[config.mk]
export PLATFORM = sky130hd
export DESIGN_NAME = rgb_bargraph_frame_writer
export DESIGN_NICKNAME = d
export VERILOG_FILES = /design/src/rtl/rgb_bargraph_pkg.sv /design/src/rtl/rgb_gamma_lut.sv /design/src/rtl/rgb_bargraph_frame_writer.sv
export SDC_FILE = /design/constraint.sdc
export NUM_CORES = 1
export LEC_CHECK = 0
export ABC_AREA = 1
export BUFFER_PORTS_ARGS = -buffer_cell sky130_fd_sc_hd__buf_2
export CORE_MARGIN = 2
export CORE_UTILIZATION = 45
export CTS_CLUSTER_DIAMETER = 30
export DETAILED_ROUTE_END_ITERATION = 16
export PLACE_DENSITY = 0.69
export SLEW_MARGIN = 20
export SYNTH_ARGS = -nofsm -noshare
export SYNTH_HDL_FRONTEND = slang
export SYNTH_SLANG_ARGS = --single-unit
[constraint.sdc]
create_clock -name clock -period 1.9 [get_ports clock]
set_input_delay 0.095 -clock clock [delete_from_list [all_inputs] [get_ports clock]]
set_output_delay 0.095 -clock clock [all_outputs]
set_load 0.02 [all_outputs]
[src/rtl/rgb_bargraph_pkg.sv]
// Shared types for the RGB bargraph frame writer.
// States, colour indices and the captured pixel layout.
package rgb_bargraph_pkg;

  localparam int MAX_PIXELS = 128;

  localparam logic [1:0] COLOR_R = 2'd0;
  localparam logic [1:0] COLOR_G = 2'd1;
  localparam logic [1:0] COLOR_B = 2'd2;

  typedef enum logic [2:0] {
    ACCEPT,
    WR_R,
    WR_G,
    WR_B,
    SWAP,
    WAIT_SWAP
  } state_t;

  typedef struct packed {
    logic [7:0] r;
    logic [7:0] g;
    logic [7:0] b;
  } pixel_t;

endpackage

[src/rtl/rgb_gamma_lut.sv]
// 256-entry gamma-2.2 ROM, byte in / byte out.
// Only built when RGB_FRAME_WRITER_GAMMA_EN is defined.
module rgb_gamma_lut (
  input  logic [7:0] din,
  output logic [7:0] dout
);

  function automatic logic [7:0] gamma(input int i);
    real v;
    v = 255.0 * $pow(real'(i) / 255.0, 2.2) + 0.5;
    return 8'($rtoi(v));
  endfunction

  logic [7:0] rom [256];

  for (genvar i = 0; i < 256; i++) begin : g_rom
    assign rom[i] = gamma(i);
  end

  assign dout = rom[din];

endmodule

[src/rtl/rgb_bargraph_frame_writer.sv]
// Pixel stream to bargraph matrix byte writes, with double-buffer swap.
// Define RGB_FRAME_WRITER_GAMMA_EN to route bytes through the gamma ROM.
module rgb_bargraph_frame_writer
  import rgb_bargraph_pkg::*;
#(
  parameter int NUM_PIXELS   = 128,
  parameter int SWAP_TIMEOUT = 65535
) (
  input  logic        clock,
  input  logic        resetn,
  input  logic        s_valid,
  output logic        s_ready,
  input  logic [23:0] s_data,
  input  logic        s_last,
  output logic        mtrx_wr,
  output logic [8:0]  mtrx_wr_addr,
  output logic [7:0]  mtrx_wr_data,
  output logic        mtrx_buffer_select,
  input  logic        mtrx_buffer_current,
  output logic        frame_done,
  output logic        err_short,
  output logic        err_long,
  output logic        err_swap_to,
  input  logic        err_clear
);

  localparam logic [7:0]  NPIX     = 8'(NUM_PIXELS);
  localparam logic [7:0]  LAST_IDX = 8'(NUM_PIXELS - 1);
  localparam logic [15:0] TO_LAST  = 16'(SWAP_TIMEOUT - 1);

  state_t      state;
  state_t      state_n;
  pixel_t      pix;
  logic        last;
  logic [7:0]  idx;
  logic [15:0] cnt;
  logic [1:0]  cur_sync;
  logic        matched;
  logic        timeout;
  logic        is_wr;
  logic        long_px;
  logic [1:0]  color;
  logic [7:0]  raw;
  logic [7:0]  byte_out;
  logic        set_short;
  logic        set_long;
  logic        set_to;

  assign matched = cur_sync[1] == mtrx_buffer_select;
  assign timeout = cnt >= TO_LAST;
  assign long_px = idx >= NPIX;

  always_comb begin
    state_n = state;
    unique case (state)
      ACCEPT:    if (s_valid && s_ready) state_n = WR_R;
      WR_R:      state_n = WR_G;
      WR_G:      state_n = WR_B;
      WR_B:      state_n = last ? SWAP : ACCEPT;
      SWAP:      state_n = WAIT_SWAP;
      WAIT_SWAP: if (matched || timeout) state_n = ACCEPT;
      default:   state_n = ACCEPT;
    endcase
  end

  always_comb begin
    color = COLOR_R;
    raw   = '0;
    is_wr = 1'b0;
    unique case (1'b1)
      state == WR_R: begin
        color = COLOR_R;
        raw   = pix.r;
        is_wr = 1'b1;
      end
      state == WR_G: begin
        color = COLOR_G;
        raw   = pix.g;
        is_wr = 1'b1;
      end
      state == WR_B: begin
        color = COLOR_B;
        raw   = pix.b;
        is_wr = 1'b1;
      end
      default: ;
    endcase
  end

`ifdef RGB_FRAME_WRITER_GAMMA_EN
  rgb_gamma_lut u_gamma (
    .din  (raw),
    .dout (byte_out)
  );
`else
  assign byte_out = raw;
`endif

  // Pixels past the frame length still step the FSM but never hit the bus.
  assign mtrx_wr      = is_wr & ~long_px;
  assign mtrx_wr_addr = is_wr ? {idx[6:0], color} : '0;
  assign mtrx_wr_data = is_wr ? byte_out : '0;

  assign frame_done = (state == WAIT_SWAP) & (matched | timeout);

  assign set_short = (state == WR_B) & last & (idx < LAST_IDX);
  assign set_long  = is_wr & long_px;
  assign set_to    = (state == WAIT_SWAP) & ~matched & timeout;

  always_ff @(posedge clock or negedge resetn) begin
    if (!resetn) begin
      cur_sync <= '0;
    end else begin
      cur_sync <= {cur_sync[0], mtrx_buffer_current};
    end
  end

  always_ff @(posedge clock or negedge resetn) begin
    if (!resetn) begin
      state              <= ACCEPT;
      s_ready            <= 1'b0;
      pix                <= '0;
      last               <= 1'b0;
      idx                <= '0;
      cnt                <= '0;
      mtrx_buffer_select <= 1'b0;
      err_short          <= 1'b0;
      err_long           <= 1'b0;
      err_swap_to        <= 1'b0;
    end else begin
      state   <= state_n;
      s_ready <= state_n == ACCEPT;
      if (state == ACCEPT && s_valid && s_ready) begin
        pix  <= pixel_t'(s_data);
        last <= s_last;
      end
      // Select flips on entry to SWAP so the sync chain starts a cycle early.
      if (state == WR_B) begin
        if (last) begin
          mtrx_buffer_select <= ~mtrx_buffer_select;
        end else if (idx < NPIX) begin
          idx <= idx + 8'd1;
        end
      end
      if (state == SWAP) begin
        idx <= '0;
        cnt <= '0;
      end else if (state == WAIT_SWAP) begin
        cnt <= cnt + 16'd1;
      end
      err_short   <= (err_short & ~err_clear) | set_short;
      err_long    <= (err_long & ~err_clear) | set_long;
      err_swap_to <= (err_swap_to & ~err_clear) | set_to;
    end
  end

endmodule
### Yosys cells after proc, flatten, opt, wreduce, memory -nomap -nowiden

Cells that the tools add are included.

| storage, ports and cells | value |
|---|---|
| register bits after elaboration | 59 |
| output and inout bits | 24 |

| operators by class | value |
|---|---|
| $add $sub $neg | 2 |
| magnitude comparators | 4 |
| equal/unequal tests | 7 |
| multiplexer cells | 15 |
| bitwise logic cells | 18 |
| reductions and logical operators | 12 |

Operator list:

| operator | count |
|---|---|
| $mux W8 | 5 |
| $mux W16 | 2 |
| $pmux W8 S3 | 1 |
| $pmux W3 S6 | 1 |
| $add A16 B1 Y16 const B | 1 |
| $ge A16 B16 Y1 const B | 1 |
| $and A1 B1 Y1 | 10 |
| $mux W3 | 3 |
| $mux W9 | 1 |
| $add A8 B1 Y8 const B | 1 |
| $ge A8 B8 Y1 const B | 1 |
| $lt A8 B7 Y1 const B | 1 |
| $lt A8 B8 Y1 const B | 1 |
| $eq A3 B2 Y1 const B | 2 |
| $eq A3 B3 Y1 const B | 2 |
| $logic_not A3 Y1 | 2 |
| $reduce_bool A2 Y1 | 3 |
| $not A1 Y1 | 4 |
| $or A1 B1 Y1 | 4 |
| $pmux W2 S2 | 1 |
| $eq A3 B1 Y1 const B | 1 |
| $logic_and A1 B1 Y1 | 3 |
| $reduce_and A3 Y1 | 1 |
| $reduce_or A3 Y1 | 1 |
| 5 further kinds | 5 |

### Depth between registers and ports, before layout

Gate-level depths: netlist of the first run.

| depth | value |
|---|---|
| depth in word-level cells | 5 |
| gate-level depth with buffers | 8 |

### Worst setup path after synthesis of the first run

No wires, ideal clock.

| path | value |
|---|---|
| path kind | register -> register |
| from | register cnt[1] |
| to | register cnt[12] |
| library setup time | 0.117 ns |
| arrival | 1.248 ns |
| required time | 1.783 ns |
| path slack | 0.535 ns |
| stages on the path, launching flop included | 9 |
| buffers on the path | 0 |
| period minus slack after synthesis | 1.365 ns |
| cell sequence | dfrtp_1 > ha_1 > nand3_1 > nor2_1 > nand3_2 > nor2_2 > nand2_1 > nand2_1 > nor2_1 |

| on the way | value |
|---|---|
| cells in the longest elaborated chain, start to end | 3 |

RTL lines:

| item | line | RTL |
|---|---|---|
| from (decl) | rgb_bargraph_frame_writer.sv:36 | `logic [15:0] cnt;` |
| from (signal assigned) | rgb_bargraph_frame_writer.sv:149 | `cnt <= cnt + 16'd1;` |
| $add A16 B1 Y16 | rgb_bargraph_frame_writer.sv:149 |  |
| $mux W16 | rgb_bargraph_frame_writer.sv:148 | `end else if (state == WAIT_SWAP) begin` |
| $mux W16 | rgb_bargraph_frame_writer.sv:145 | `if (state == SWAP) begin` |

Every way passes these cells. The select of a mux whose other input is x is not followed.
A chain may end at the register's enable or synchronous reset.

### Worst setup path in the final report of the first run

| path | value |
|---|---|
| from | register state[2] |
| to | output mtrx_wr_data[3] |

| on the way | value |
|---|---|
| cells in the longest elaborated chain, start to end | 4 |

RTL lines:

| item | line | RTL |
|---|---|---|
| from (decl) | rgb_bargraph_frame_writer.sv:31 | `state_t state;` |
| from (signal assigned) | rgb_bargraph_frame_writer.sv:131 | `state <= state_n;` |
| $eq A3 B1 Y1, or another cell as far along | rgb_bargraph_frame_writer.sv:71 | `state == WR_R: begin` |
| $reduce_or A3 Y1 (no line) | n/a |  |
| $mux W1 | rgb_bargraph_frame_writer.sv:70 | `unique case (1'b1)` |
| $mux W8 (*) | rgb_bargraph_frame_writer.sv:102 | `assign mtrx_wr_data = is_wr ? byte_out : '0;` |
| to (decl) | rgb_bargraph_frame_writer.sv:17 | `output logic [7:0] mtrx_wr_data,` |

Mark *: on every way between the ends. The rest lies on a longest branch, timed or not.

==> results.py, run 1 <==
metrics = {
    "worst_setup_path": {
        "critPathRequiredTime_ns": 1.80,
        "r2r-start": "cnt[1]",
        "startpoint": "state[2]",
        "end_kind": "primary output",
        "cp.arrival_ns": 1.66,
        "worstPathMaxFanout": 8,
        "crit_path_start_kind": "register",
        "path_class": "reg -> out",
    },
    "synth": {
        "synth_seq_cells": 59,
        "synth.largest_area_cell": "dfrtp_1",
        "ys_types": 28,
        "ys_async_sr_fraction_pct": 100,
        "synth_nets": 422,
        "synthTopCellsByArea": "dfrtp_1 49%, nand2_1 19%, nor2_1 4.7%",
        "synth_edf_count": 0,
        "seq_area_frac_synth_pct": 49.5,
        "synth_top_area_share_pct": 49.5,
        "synth_area_per_cell_sq_um": 7.69,
        "yosysWarnings": 0,
        "yosysMostFrequentCell": "nand2_1",
        "synthesis.area_sq_mm": 0.00298,
        "syn-instance-count": 388,
        "ys_top_cells_by_count": "153 x nand2_1, 59 x dfrtp_1, 37 x nor2_1, 32 x inv_1, 24 x nand3_1",
        "synth_ff_type": "dfrtp_1",
    },
    "pwr": {
        "p_leak_nw": 2.03,
        "powerDensity_mw_per_mm2": 1260,
        "power_mw": 4.83,
        "ir_drop_uv": 869,
    },
    "finish": {
        "drive_gt1_share_pct": 19.1,
        "antenna_cells": 0,
        "fillerInstances": 577,
        "area_delta_synth_final_pct": 28.1,
        "fin_nets": 511,
    },
    "clocking": {
        "clk_path_buf_depth": 2,
        "cts_made_buffers": 9,
        "cts_tree": "built",
        "cts_setup_buffers": 0,
        "clk_pin_slew_ns": 0.06,
        "clk_root_buffer_cell": "clkbuf_8",
        "clk_latency_ns": 0.34,
        "cts_max_level": 3,
        "cts.sinks": 59,
    },
    "sta": {
        "hold_viol": 0,
        "setup_tns_ns": 0,
        "finalSetupViolCount": 0,
        "fin_crit_sh_pct": 92.2,
        "tightest_slew_ns": 0.658,
        "rsz0062_at_grt": "false",
        "timing.fmax_ghz": 0.571,
        "period_needed_ns": 1.75,
        "relSlewSlack_pct": 56.1,
        "skew_ns": 0.00649,
        "drv_slew": 0,
    },
    "route": {
        "vias_per_cell": 5.04,
        "postRouteWirelength_um": 7240,
        "drtIter0Drc": 136,
        "wl_per_cell_um": 13.0,
        "dr.pass1.iters": 5,
        "drc": 0,
        "ant_nets": 0,
        "vias": 2814,
    },
    "min_path": {
        "hp-class": "in -> reg",
        "worstHoldStart": "s_valid",
    },
    "global_routing": {
        "antenna_found_initial": 0,
        "met1_usage_pct": 28.0,
        "grt-busiest-layer": "met2",
        "grt_pass1_wl_um": 12700,
        "grt_util_all_layers_pct": 22.0,
        "grt_start_max_net_pins": 29,
        "gr-usage-met3_pct": 5.35,
        "grt_use_met2_pct": 36.4,
        "grt_overflow": 0,
        "first_global_vias": 2810,
    },
    "die": {
        "die-area_sq_mm": 0.00730,
        "core_sq_mm": 0.00639,
        "initial_utilization_pct": 46.7,
        "io_pins": 54,
        "die_x_um": 85.4,
        "rows": 29,
        "die_height_um": 85.4,
    },
    "flow_run": {
        "maxCapViolations": 0,
    },
    "outcome": {
        "outcome": "complete, no violations",
    },
    "placement": {
        "io_buffer_count": 53,
        "dp_hpwl_um": 4850,
        "routabilityCongestion": 0.819,
    },
}
layer usage:
layer  vias up  part of all wire [%]
li1       1403                     -
met2        85                    48
met5         -                     0
met3         9                   5.7
met4         0                   1.5
met1      1317                    45
area by class of cell:
class                      count  area, sq um  area share, %
clock buffer                  13          159           4.16
clock inverter                 2         35.0          0.917
inverter                      38          143           3.73
multi-input combinational    283         1320           34.4
sequential                    59         1480           38.7
tap                           77         96.3           2.52
timing repair buffer          86          596           15.6
timing repair:
action,in CTS,in global routing
setup endpoints to repair,0,1
hold buffers,28,0
hold endpoints to repair,55,0
gates resized for setup,0,1
layout by cell type (no fill, tap or decap):
| master | instances |
|---|---|
| clkbuf_1 | 2 |
| buf_4 | 4 |
| nand4_1 | 14 |
| dfrtp_1 | 59 |
| a21oi_1 | 11 |
| nor3b_1 | 1 |
| o21bai_1 | 1 |
| nor2_1 | 37 |
| nor3_2 | 3 |
| dlygate4sd3_1 | 28 |
| nand3b_1 | 1 |
| nand3_1 | 24 |
| nand3_4 | 1 |
| buf_2 | 53 |
| clkinv_2 | 1 |
| nand2_2 | 2 |
| inv_1 | 32 |
| o21ai_1 | 3 |
| bufinv_16 | 1 |
| nand2_1 | 153 |
| nor2_8 | 1 |
| a31oi_1 | 1 |
| nand3_2 | 3 |
| nor2_2 | 4 |
| nor3_1 | 3 |
| o22ai_1 | 1 |
| ha_1 | 4 |
| nand2_4 | 1 |
| o21ai_0 | 12 |
| xnor2_1 | 2 |
| clkbuf_8 | 11 |
| inv_2 | 6 |
| buf_12 | 1 |
power by group:
part / internal [mW] / leakage [nW] / total [mW] / switching [mW]
sequential: 1.61 / 0.773 / 1.88 / 0.265
clock: 0.669 / 0.0995 / 1.16 / 0.487
combinational: 0.588 / 1.16 / 1.80 / 1.21
total: 2.87 / 2.03 / 4.83 / 1.96
path summary, 6_finish.rpt:
kind	slack, ns	cells after the start	endpoint
max	0.15	6	mtrx_wr_data[3]
min	0.24	5	state[0]
max reg2reg	0.32	8	cnt[12]
min reg2reg	0.35	0	cur_sync[1]
max in group asynchronous	1.01	3	idx[7]
min in group asynchronous	0.32	2	pix[22]
state kept, by name, indices dropped and copies added (netlist names), 2 cells and up:
| name | cells |
|---|---|
| pix | 24 |
| cnt | 16 |
| idx | 8 |
| state | 3 |
| cur_sync | 2 |
critical path: stages, from the launching register on:
cell,delay (ns)
dfrtp_1,0.45
inv_2,0.12
nand3_1,0.11
inv_1,0.24
nand2_1,0.11
nand3_1,0.11
buf_2,0.18
cell families (layout without fill, tap and decap cells):
family	after synthesis	in the layout	share of synthesized area (%)
AOI/OAI and AO/OA	29	29	5.03
buffers and inverters	46	139	6.42
and+or+nand+nor	248	248	36.8
adders and majority gates	4	4	1.68
DFF	59	59	49.5
xor gates and xnor gates	2	2	0.587
metrics by stage:
stage	std cells	instance area [sq um]	utilization [%]	worst slack (ns)	hold slack (ns)
6_report	558	3820	59.8	0.148	0.238
3_5_place_dp	515	3350	52.4	0.350	0.169
2_1_floorplan	388	2980	-	0.535	-0.201
4_1_cts	558	3820	59.8	0.138	0.236
5_1_grt	558	3820	59.8	0.0453	0.270
3_3_place_gp	515	3350	52.4	0.426	0.163
(Power assumes the default switching activity.)
==> inputs of run 2 (changes only) <==
- CORE_UTILIZATION: 45 -> 55
- PLACE_DENSITY: 0.69 -> 0.81
- clock period: 1.9 -> 1.68 ns (I/O delays scaled with it)
==> run 2 against run 1 <==
The run now ends with setup timing left. Sequential power increased by 15%. Critical path depth is 1 higher. Clock skew about the same. Register-to-register slack got worse by 0.26 ns. Cell area rose by 4.3%. Combinational power grew 28%. Flip-flop and latch count is the same. Global-route usage rose by 4.0 points. Die area shrank 17%. Via count is 5.4% higher. Non-clock buffer count is 11 higher. Critical path type unchanged. Largest cell class unchanged.
==> results.py, run 2 (same netlist as run 1, synthesis figures left out) <==
metrics = {
    "global_routing": {
        "grt_start_max_net_pins": 60,
        "antenna_found_initial": 0,
        "first_global_vias": 2842,
        "grt_overflow": 0,
        "grt_util_all_layers_pct": 26.0,
        "grt_pass1_wl_um": 12500,
    },
    "placement": {
        "dp_hpwl_um": 4490,
        "routabilityCongestion": 0.871,
        "io_buffer_count": 53,
        "preCtsSetupSlack_ns": 0.122,
    },
    "finish": {
        "final_common_cell": "nand2_1",
        "regMostFlops": "pix",
        "drive_gt1_share_pct": 23.4,
        "largest_reg_flops": 24,
        "area_delta_synth_final_pct": 33.5,
        "reg_top3": "pix (24), cnt (16), idx (8)",
        "antenna_cells": 0,
        "utilization_pct": 77.0,
        "fin_nets": 522,
        "mostFrequentLayoutCells": "152 x nand2_1, 56 x dfrtp_1, 47 x buf_2",
    },
    "sta": {
        "period_needed_ns": 1.68,
        "skew_ns": 0.00631,
        "drv_slew": 0,
        "setup_slack_ns": -0.00244,
        "rsz0062_at_grt": "true",
        "whs_ns": 0.213,
        "finalSetupViolCount": 1,
        "timing.fmax_ghz": 0.594,
        "relSlewSlack_pct": 74.5,
        "tightest_slew_ns": 0.382,
        "hold_viol": 0,
        "setup_tns_ns": -0.00244,
        "fin_crit_sh_pct": 100,
    },
    "route": {
        "vias": 2965,
        "drtIter0Drc": 313,
        "vias_per_cell": 5.29,
        "drc": 0,
        "wl_per_cell_um": 14.0,
        "ant_nets": 0,
        "dr.pass1.iters": 5,
        "postRouteWirelength_um": 7880,
    },
    "die": {
        "initial_utilization_pct": 57.7,
        "die_height_um": 77.6,
        "io_pins": 54,
        "die_x_um": 77.6,
        "core_sq_mm": 0.00517,
        "die-area_sq_mm": 0.00603,
        "rows": 26,
    },
    "worst_setup_path": {
        "cp.arrival_ns": 1.60,
        "slowest_delay_ns": 0.38,
        "cp_num_buf_inv": 1,
        "path_cells": "nand2_1 -> nor2_2 -> nand2_1 -> nor2_2 -> a21oi_2 -> nor2_2 -> buf_6",
        "path_delay_family": "simple AND/OR/NAND/NOR gates",
        "cp_slowest_cell": "dfrtp_1",
        "worstPathMaxFanout": 3,
        "path_class": "reg -> out",
        "crit_top_cell": "nor2_2",
        "end_kind": "primary output",
        "critPathRequiredTime_ns": 1.60,
        "crit_path_start_kind": "register",
    },
    "min_path": {
        "hp-class": "in -> reg",
    },
    "clocking": {
        "clk_latency_ns": 0.34,
        "cts_made_buffers": 9,
        "clk_path_buf_depth": 2,
        "cts_tree": "built",
        "cts.sinks": 59,
        "clk_root_buffer_cell": "clkbuf_8",
        "clk_pin_slew_ns": 0.07,
        "cts_max_level": 3,
    },
    "outcome": {
        "outcome": "finished with violations",
        "violations": "setup timing",
    },
    "flow_run": {
        "maxCapViolations": 0,
    },
    "pwr": {
        "p_leak_nw": 2.11,
        "ir_drop_uv": 1110,
        "powerDensity_mw_per_mm2": 1460,
        "power_mw": 5.81,
    },
}
==> run 2: where the power goes <==
group	total (mW)	switching, mW	internal, mW
combinational	2.31	1.47	0.839
sequential	2.16	0.336	1.83
clock	1.34	0.550	0.788
==> run 2: path summary, 6_finish.rpt <==
path,startpoint,end,slack (ns),depth (start not counted)
setup / recovery,cnt[4],frame_done,-0.002,7
max in group asynchronous,resetn,state[2],1.12,3
min in group asynchronous,resetn,cnt[11],0.26,3
setup reg to reg,cnt[1],cnt[12],0.06,8
hold / removal,s_valid,state[0],0.21,5
hold reg to reg,cur_sync[0],cur_sync[1],0.35,0
==> run 2: metrics by stage <==
step / cell area, sq um / std cells
after floorplan: 2980 / 388
after global placement: 3340 / 508
after detailed placement: 3340 / 508
after CTS: 3840 / 552
after global routing: 3980 / 561
final: 3980 / 561
==> run 2: per-layer routing <==
layer | vias to the layer above | part of all wire, % | routed length, um | GRT usage, %
li1 | 1433 | - | - | -
met1 | 1374 | 42 | 3290 | 34.6
met2 | 139 | 50 | 3920 | 41.1
met3 | 19 | 6.6 | 523 | 6.16
met4 | 0 | 1.8 | 140 | 10.0
met5 | - | 0 | 0 | 0
==> run 2: cell type report <==
type | count | area [sq um]
multi-input cells | 283 | 1350
clock buffers | 12 | 165
clock inverters | 2 | 35.0
well taps | 70 | 87.6
flip-flops and latches | 59 | 1480
inverters | 38 | 148
fillers | 357 | 1190
repair buffers | 97 | 713
==> run 2: repair_timing <==
| action | 4_1_cts | 5_1_grt |
|---|---|---|
| gates cloned | 0 | 1 |
| setup buffers | 2 | 8 |
| endpoints found under the hold margin | 88 | 0 |
| resized for setup | 5 | 22 |
| hold buffers | 28 | 0 |
| pin swaps | 1 | 4 |
| setup endpoints to repair | 9 | 19 |
==> run 2: worst min-delay path: cells and delay by family <==
family	cells	cell delay, ns
buffers and inverters	1	0.10
and+or+nand+nor	4	0.32
==> inputs of run 3 (changes only) <==
- ABC_AREA: 1 -> unset
- BUFFER_PORTS_ARGS: -buffer_cell sky130_fd_sc_hd__buf_2 -> -buffer_cell sky130_fd_sc_hd__clkbuf_2
- CORE_ASPECT_RATIO: unset -> 2
==> run 3 against run 2 <==
The flow still finishes with violations (setup timing). Fmax down 8.2%. Sequential share of layout area decreased by 2.7 points. First-iteration DRC count fell by 56%. Flip-flop and latch count is the same. Combinational power up 56%. Global-route usage rose by 5.0 points. Sequential power up 8%. Cell area up 7.8%. Setup slack worse by 0.15 ns. Wire length increased by 25%. Clock skew is 0.0034 ns higher. Non-clock buffer count is 31 higher. Critical path type unchanged. Highest routed layer unchanged.
==> results.py, run 3 <==
metrics = {
    "outcome": {
        "outcome": "finished with violations",
        "violations": "setup timing",
    },
    "sta": {
        "skew_ns": 0.00973,
        "tightest_slew_ns": 0.370,
        "drv_slew": 0,
        "hold_viol": 0,
        "rsz0062_at_grt": "true",
        "timing.fmax_ghz": 0.545,
        "fin_crit_sh_pct": 109,
        "setup_slack_ns": -0.153,
        "finalSetupViolCount": 14,
        "setup_tns_ns": -0.940,
        "relSlewSlack_pct": 75.1,
        "period_needed_ns": 1.83,
    },
    "placement": {
        "dp_hpwl_um": 4560,
        "dp_cells": 387,
        "io_buffer_count": 53,
        "routabilityCongestion": 0.836,
    },
    "route": {
        "postRouteWirelength_um": 9850,
        "drtIter0Drc": 138,
        "vias_per_cell": 6.17,
        "vias": 2839,
        "ant_nets": 0,
        "wl_per_cell_um": 21.4,
        "drc": 0,
        "dr.pass1.iters": 5,
    },
    "synth": {
        "ys_types": 51,
        "synth.largest_area_cell": "dfrtp_1",
        "yosysMostFrequentCell": "dfrtp_1",
        "seq_area_frac_synth_pct": 49.7,
        "ys_top_cells_by_count": "59 x dfrtp_1, 33 x mux2_2, 30 x nor2_1, 16 x nand2_1, 16 x xnor2_1",
        "synth_seq_cells": 59,
        "synthesis.area_sq_mm": 0.00297,
        "syn-instance-count": 274,
        "yosysWarnings": 0,
        "synth_top_family_by_area": "simple AND/OR/NAND/NOR gates",
        "synth-simple-area-share_pct": 19.0,
        "ys_async_sr_fraction_pct": 100,
        "synthTopCellsByArea": "dfrtp_1 50%, mux2_2 13%, xnor2_1 4.7%",
        "synthXorXnorAreaFrac_pct": 5.31,
        "synth_ff_type": "dfrtp_1",
        "synthAdderAreaFrac_pct": 1.68,
        "muxShareOfSynthArea_pct": 12.8,
        "synth_edf_count": 0,
        "synth_top_area_share_pct": 49.7,
        "synth_area_per_cell_sq_um": 10.8,
        "synth_compound_area_share_pct": 7.71,
        "synth_nets": 308,
    },
    "finish": {
        "mostFrequentLayoutCells": "55 x dfrtp_1, 44 x buf_4, 40 x clkbuf_2",
        "final_cells": 460,
        "fin_nets": 431,
        "largest_reg_flops": 24,
        "regMostFlops": "pix",
        "antenna_cells": 0,
        "utilization_pct": 82.8,
        "reg_top3": "pix (24), cnt (16), idx (8)",
        "final_common_cell": "dfrtp_1",
        "area_delta_synth_final_pct": 44.6,
        "drive_gt1_share_pct": 46.5,
    },
    "clocking": {
        "cts_max_level": 3,
        "clk_pin_slew_ns": 0.07,
        "cts.sinks": 59,
        "cts_made_buffers": 9,
        "clk_path_buf_depth": 2,
        "clk_root_buffer_cell": "clkbuf_8",
        "clk_latency_ns": 0.35,
        "cts_tree": "built",
    },
    "worst_setup_path": {
        "cp_slowest_cell": "dfrtp_1",
        "path_class": "reg -> out",
        "crit_path_start_kind": "register",
        "slowest_delay_ns": 0.44,
        "path_delay_family": "compound AO/OA/AOI/OAI gates",
        "critPathRequiredTime_ns": 1.60,
        "path_cells": "ha_1 -> o211ai_1 -> o31a_1 -> nor2_2 -> buf_6",
        "cp.arrival_ns": 1.75,
        "worstPathMaxFanout": 4,
        "end_kind": "primary output",
        "cp_num_buf_inv": 1,
    },
    "pwr": {
        "powerDensity_mw_per_mm2": 1660,
        "p_leak_nw": 1.97,
        "ir_drop_uv": 1480,
        "power_mw": 7.11,
    },
    "global_routing": {
        "grt_start_max_net_pins": 60,
        "antenna_found_initial": 0,
        "grt_pass1_wl_um": 14100,
        "grt_overflow": 0,
        "first_global_vias": 2897,
        "grt_util_all_layers_pct": 30.9,
    },
    "die": {
        "die_height_um": 108,
        "die-area_sq_mm": 0.00604,
        "rows": 37,
        "initial_utilization_pct": 57.3,
        "die_x_um": 56.0,
        "io_pins": 54,
        "core_sq_mm": 0.00518,
    },
    "min_path": {
        "hp-class": "in -> reg",
    },
    "flow_run": {
        "maxCapViolations": 0,
    },
}
==> run 3: cell count changes after synthesis, moves of 8 or more <==
cell     before  now
mux2_2        0   33
a22oi_1       0    8
nand3_1      24    5
nand4_1      14    6
xnor2_1       2   16
inv_1        32    8
nor3_1        3   11
nand2_1     153   16
a21oi_1      11    3
==> run 3: report_power, final <==
group / switching (mW) / leakage (nW) / internal (mW)
combinational: 1.85 / 1.13 / 1.76
sequential: 0.455 / 0.752 / 1.87
clock: 0.559 / 0.0905 / 0.613
==> run 3: worst paths after layout <==
path	from	end	slack, ns	depth (start not counted)
min reg2reg	cur_sync[0]	cur_sync[1]	0.37	0
min	s_valid	s_ready	0.24	3
max in group asynchronous	resetn	state[1]	1.11	3
min in group asynchronous	resetn	idx[2]	0.29	3
max reg2reg	cnt[0]	cnt[8]	-0.09	7
max	cnt[1]	frame_done	-0.15	5
==> run 3: cell families after synthesis <==
| logic type | count (synthesis) |
|---|---|
| adder cells (fa/ha/maj) | 4 |
| flip-flops | 59 |
| buffers and inverters | 24 |
| AND/OR/NAND/NOR | 104 |
| XOR/XNOR | 18 |
| multiplexers | 34 |
| AO/OA/AOI/OAI | 31 |
==> run 3: per-stage QoR <==
step	hold slack, ns	cell area [sq um]	worst slack, ns
after global routing	0.235	4290	-0.225
after detailed placement	0.114	3380	0.0710
after global placement	0.113	3380	0.107
after floorplan	-0.212	2970	0.109
final	0.245	4290	-0.153
after CTS	0.162	4060	-0.105
==> run 3: worst reg2reg max path, delay by kind of cell (launching register included) <==
kind	cells	cell delay [ns]
xor+xnor	1	0.16
fa+ha+maj	1	0.19
buf+inv	2	0.25
simple gates	3	0.68
flops	1	0.39
==> run 3: layer usage <==
layer / track usage [%] / share of wire (%) / routed length [um] / vias up
met5: 0 / 0 / 0 / -
met4: 23.0 / 5.6 / 551 / 0
met3: 8.61 / 6.8 / 670 / 47
met2: 51.8 / 53 / 5240 / 188
met1: 32.5 / 34 / 3390 / 1394
li1: - / - / - / 1210
==> run 3: repair_timing <==
action                     CTS  global route
hold buffers                28             0
hold endpoints to repair    88             0
setup buffers               18            12
pin swaps                    6            15
setup endpoints to repair   15            28
resized for setup           29            53
==> run 3: area by class of cell <==
type / count / area [sq um]
multi-input combinational: 191 / 1540
sequential: 59 / 1480
timing repair buffer: 128 / 996
fill: 259 / 891
clock buffer: 14 / 163
tap: 58 / 72.6
inverter: 8 / 30.0
clock inverter: 2 / 10.0
